`src/rtl/irq_vector_arbiter.sv`:
```
// Fixed-priority interrupt arbiter in front of a single CPU irq line.
// Runs a request / ack / EOI handshake with spurious-withdrawal accounting.
module irq_vector_arbiter #(
    parameter int G_NUM_SRC = 8,
    parameter int G_VEC_W   = 3,
    parameter int G_SYNC    = 1
) (
    input  logic                 wb_clk_i,
    input  logic                 rst_i,
    input  logic [G_NUM_SRC-1:0] irq_src_i,
    input  logic [G_NUM_SRC-1:0] irq_mask_i,
    output logic                 irq_o,
    output logic [G_VEC_W-1:0]   irq_vec_o,
    input  logic                 irq_ack_i,
    input  logic                 irq_eoi_i,
    output logic                 in_service_o,
    output logic                 spurious_o,
    output logic [15:0]          spurious_cnt_o
);

    typedef enum logic [1:0] {
        IDLE,
        REQ,
        ACTIVE,
        HOLDOFF
    } state_t;

    // HOLDOFF spans the synchroniser depth so a cleared source is seen low.
    localparam logic [1:0] HOLD_INIT = (G_SYNC != 0) ? 2'd1 : 2'd0;

    state_t               state_q, state_d;
    logic [G_VEC_W-1:0]   vec_q, vec_d;
    logic [1:0]           hold_q, hold_d;
    logic                 spur_q, spur_d;
    logic [15:0]          cnt_q, cnt_d;
    logic [G_NUM_SRC-1:0] src_s;
    logic [G_NUM_SRC-1:0] pend;
    logic [G_VEC_W-1:0]   win;

    generate
        if (G_SYNC != 0) begin : g_sync
            logic [G_NUM_SRC-1:0] s1_q, s2_q;
            always_ff @(posedge wb_clk_i or posedge rst_i) begin
                if (rst_i) begin
                    s1_q <= '0;
                    s2_q <= '0;
                end else begin
                    s1_q <= irq_src_i;
                    s2_q <= s1_q;
                end
            end
            assign src_s = s2_q;
        end else begin : g_nosync
            assign src_s = irq_src_i;
        end
    endgenerate

    assign pend = src_s & irq_mask_i;

    always_comb begin
        win = '0;
        for (int i = G_NUM_SRC - 1; i >= 0; i--) begin
            if (pend[i]) win = G_VEC_W'(i);
        end
    end

    always_ff @(posedge wb_clk_i or posedge rst_i) begin
        if (rst_i) begin
            state_q <= IDLE;
            vec_q   <= '0;
            hold_q  <= '0;
            spur_q  <= 1'b0;
            cnt_q   <= '0;
        end else begin
            state_q <= state_d;
            vec_q   <= vec_d;
            hold_q  <= hold_d;
            spur_q  <= spur_d;
            cnt_q   <= cnt_d;
        end
    end

    always_comb begin
        state_d = state_q;
        vec_d   = vec_q;
        hold_d  = hold_q;
        spur_d  = 1'b0;
        cnt_d   = cnt_q;
        unique case (state_q)
            IDLE: begin
                if (|pend) begin
                    state_d = REQ;
                    vec_d   = win;
                end
            end
            REQ: begin
                if (irq_ack_i) begin
                    state_d = ACTIVE;
                end else if (!pend[vec_q]) begin
                    state_d = IDLE;
                    spur_d  = 1'b1;
                    if (cnt_q != 16'hFFFF) cnt_d = cnt_q + 16'd1;
                end
            end
            ACTIVE: begin
                if (irq_eoi_i) begin
                    state_d = HOLDOFF;
                    hold_d  = HOLD_INIT;
                end
            end
            HOLDOFF: begin
                if (hold_q == 2'd0) state_d = IDLE;
                else hold_d = hold_q - 2'd1;
            end
            default: state_d = IDLE;
        endcase
    end

    assign irq_o          = (state_q == REQ);
    assign in_service_o   = (state_q == ACTIVE);
    assign irq_vec_o      = vec_q;
    assign spurious_o     = spur_q;
    assign spurious_cnt_o = cnt_q;

endmodule
```
`config.mk`:
```
export PLATFORM = sky130hd
export DESIGN_NAME = irq_vector_arbiter
export DESIGN_NICKNAME = d
export VERILOG_FILES = /design/src/rtl/irq_vector_arbiter.sv
export SDC_FILE = /design/constraint.sdc
export NUM_CORES = 1
export LEC_CHECK = 0
export ABC_AREA = 0
export CAP_MARGIN = 20
export CORE_ASPECT_RATIO = 0.7
export CORE_MARGIN = 3
export CORE_UTILIZATION = 53
export CTS_CLUSTER_DIAMETER = 30
export DETAILED_ROUTE_END_ITERATION = 7
export GPL_ROUTABILITY_DRIVEN = 0
export PLACE_DENSITY_LB_ADDON = 0.1
export SYNTH_ARGS = -nofsm -noshare
export SYNTH_HDL_FRONTEND = slang
export SYNTH_SLANG_ARGS = --single-unit
```
`constraint.sdc`:
```
create_clock -name wb_clk_i -period 3.67 [get_ports wb_clk_i]
set_input_delay 0.5505 -clock wb_clk_i [delete_from_list [all_inputs] [get_ports wb_clk_i]]
set_output_delay 0.5505 -clock wb_clk_i [all_outputs]
set_load 0.03 [all_outputs]
```
==> qor.yml <==
p_per_area_nw_per_um2: 608
slew_headroom_pct: 67.5
n_antenna_cell: 0
cts_buffer_depth: 2
skew_ns: 0.00928
grt_overflow: 0
yosysSeqAreaShare_pct: 54.5
wirelength_microns: 3770
initial_core_util_pct: 56.8
syn_avg_cell_area_sq_um: 11.4
htreeDepth: 2
clock_latency_ns: 0.30
async_reset_ff_share_pct: 100
cts_buffers: 5
vdd_drop_max_v: 0.000436
seqCellArea_sq_um: 1000
yosysWarningCount: 0
drc: 0
holdBufCountCts: 0
synth_nets: 183
dp_cells: 246
vias_per_cell: 5.35
portBuffers: 41
wire_per_inst_microns: 14.8
drtIter0Drc: 46
layout_min_cycle_time_ns: 2.33
cts_resized: 0
end_kind: "flop"
dp_hpwl_microns: 2750
hold_viol_final: 0
synth_top_area_share_pct: 54.5
synth_most_common_cell: "dfrtp_1"
p_leak_nw: 1.07
synth-edff-count: 0
synth-seq-cells: 40
nNetsFinal: 228
worst_setup_path_start_kind: "primary input"
multi_input_area_sq_um: 776
fmax_ghz: 0.429
grt_max_degree: 41
setup_violations: 0
grt_usage_pct: 19.4
netlist_area_sq_um: 1840
ant_nets: 0
drv_cap: 0
root_buffer: "clkbuf_8"
synth_top_cells_by_area: "dfrtp_1 54%, xor2_1 6.2%, nor3_2 3.8%, nand2_1 3.7%, mux4_2 2.5%"
yosys-top-cells-count: "40 x dfrtp_1, 18 x nand2_1, 13 x xor2_1"
fin_crit_sh_pct: 63.5
syn_inst: 161
critical_path_class: "primary input to flop"
status: "finished clean"
layout-drive-gt1-share_pct: 11.6
die_x_microns: 76.4
final_cells: 254
fillCellCount: 223
cts_setup_buffers: 0
worstPathMaxFanout: 16
yosysUniqueCellTypes: 39
cts_tree: "built"
critPathRequiredTime_ns: 3.85
path_clk_slew_ns: 0.07
dr.pass1.iters: 4
top_level_ports: 42
setup_tns_ns: 0
clock-sinks: 40
fp.dieH_microns: 55.3
arrival_ns: 2.51
die_area_sq_um: 4220
synth_top_area_cell: "dfrtp_1"
num_rows: 17
grt_pass1_wl_microns: 6370
min_path_type: "flop to flop"
synth_flop_cell: "dfrtp_1"
vias: 1359
syn_to_final_growth_pct: 30.8
antenna_found_initial: 0
grt_setup_unrepaired: "false"
coreArea_sq_um: 3230
grt_pass1_vias: 1332
tightest_slew_ns: 0.486
slew_viol_final: 0
-- sequential cells by signal (all words and copies together) (netlist names), named ones only --
name and flops:
state_q 1, spurious_cnt_o 16, hold_q 2, g_sync.s2_q 8
g_sync.s1_q 8, spurious_o 1, irq_vec_o 3
-- routing by layer --
layer / wire [microns] / GRT usage, % / up-vias
met3: 257 / 8.31 / 4
met1: 1730 / 25.8 / 655
met4: 35 / 4.65 / 0
li1: - / - / 654
met5: 0 / 0 / -
met2: 1740 / 29.7 / 46
-- power breakdown --
part           leakage (nW)  total (mW)  switching, mW  internal, mW
Clock                0.0614       0.378          0.156         0.222
Sequential            0.490       0.607         0.0966         0.511
Combinational         0.522       0.477          0.260         0.216
-- area by class of cell --
cell class / count / share of cell area, %
Clock buffer: 6 / 3.43
Clock inverter: 2 / 1.61
Inverter: 8 / 1.25
Multi-Input combinational cell: 109 / 32.3
Sequential cell: 40 / 41.6
Tap cell: 47 / 2.45
Timing Repair Buffer: 42 / 17.4
-- cell usage in the layout (no fill, tap or decap), types with 2 or more instances in the layout --
cell type / n
a21oi_1: 8
a22oi_1: 5
and2_1: 3
and4_1: 2
clkbuf_8: 6
clkdlybuf4s50_1: 41
dfrtp_1: 40
ha_1: 2
inv_1: 8
mux2i_1: 3
mux4_2: 2
nand2_1: 18
nand3_1: 7
nand4_1: 5
nor2_1: 5
nor3_2: 7
nor3b_1: 2
nor4_1: 2
o21ai_0: 7
xor2_1: 13
-- final timing paths --
path | startpoint | to | slack, ns | depth (start not counted)
max | irq_mask_i[3] | spurious_cnt_o[1] | 1.34 | 6
min | g_sync.s1_q[2] | g_sync.s2_q[2] | 0.35 | 0
max reg2reg | state_q[0] | spurious_cnt_o[1] | 1.57 | 5
min reg2reg | g_sync.s1_q[2] | g_sync.s2_q[2] | 0.35 | 0
max in group asynchronous | rst_i | g_sync.s2_q[7] | 2.67 | 3
min in group asynchronous | rst_i | spurious_cnt_o[3] | 0.66 | 3
-- critical path, cell delays in order --
cell and delay [ns]:
clkdlybuf4s50_1 0.48, nand2_1 0.10, mux4_2 0.53, o2bb2a_4 0.38, nor2_1 0.12, mux2_1 0.34
-- kinds of logic after synthesis --
| family | after synthesis | share of synthesized area (%) |
|---|---|---|
| simple gates | 60 | 19.7 |
| flops | 40 | 54.5 |
| compound gates | 27 | 9.80 |
| xor+xnor | 14 | 6.67 |
| buf+inv | 12 | 3.34 |
| mux | 6 | 4.70 |
| fa+ha+maj | 2 | 1.36 |
-- stage by stage --
step | power (mW) | instance area (sq um) | util [%] | hold slack [ns] | setup WS (ns)
2_1_floorplan | 0.916 | 1840 | - | 0.331 | 1.59
3_3_place_gp | 1.06 | 2280 | 70.6 | 0.332 | 1.13
3_5_place_dp | 1.09 | 2280 | 70.6 | 0.335 | 1.03
4_1_cts | 1.47 | 2400 | 74.4 | 0.352 | 1.35
5_1_grt | 1.54 | 2400 | 74.4 | 0.359 | 1.27
6_report | 1.46 | 2400 | 74.4 | 0.351 | 1.34
Power figures use the tool's default switching activity.
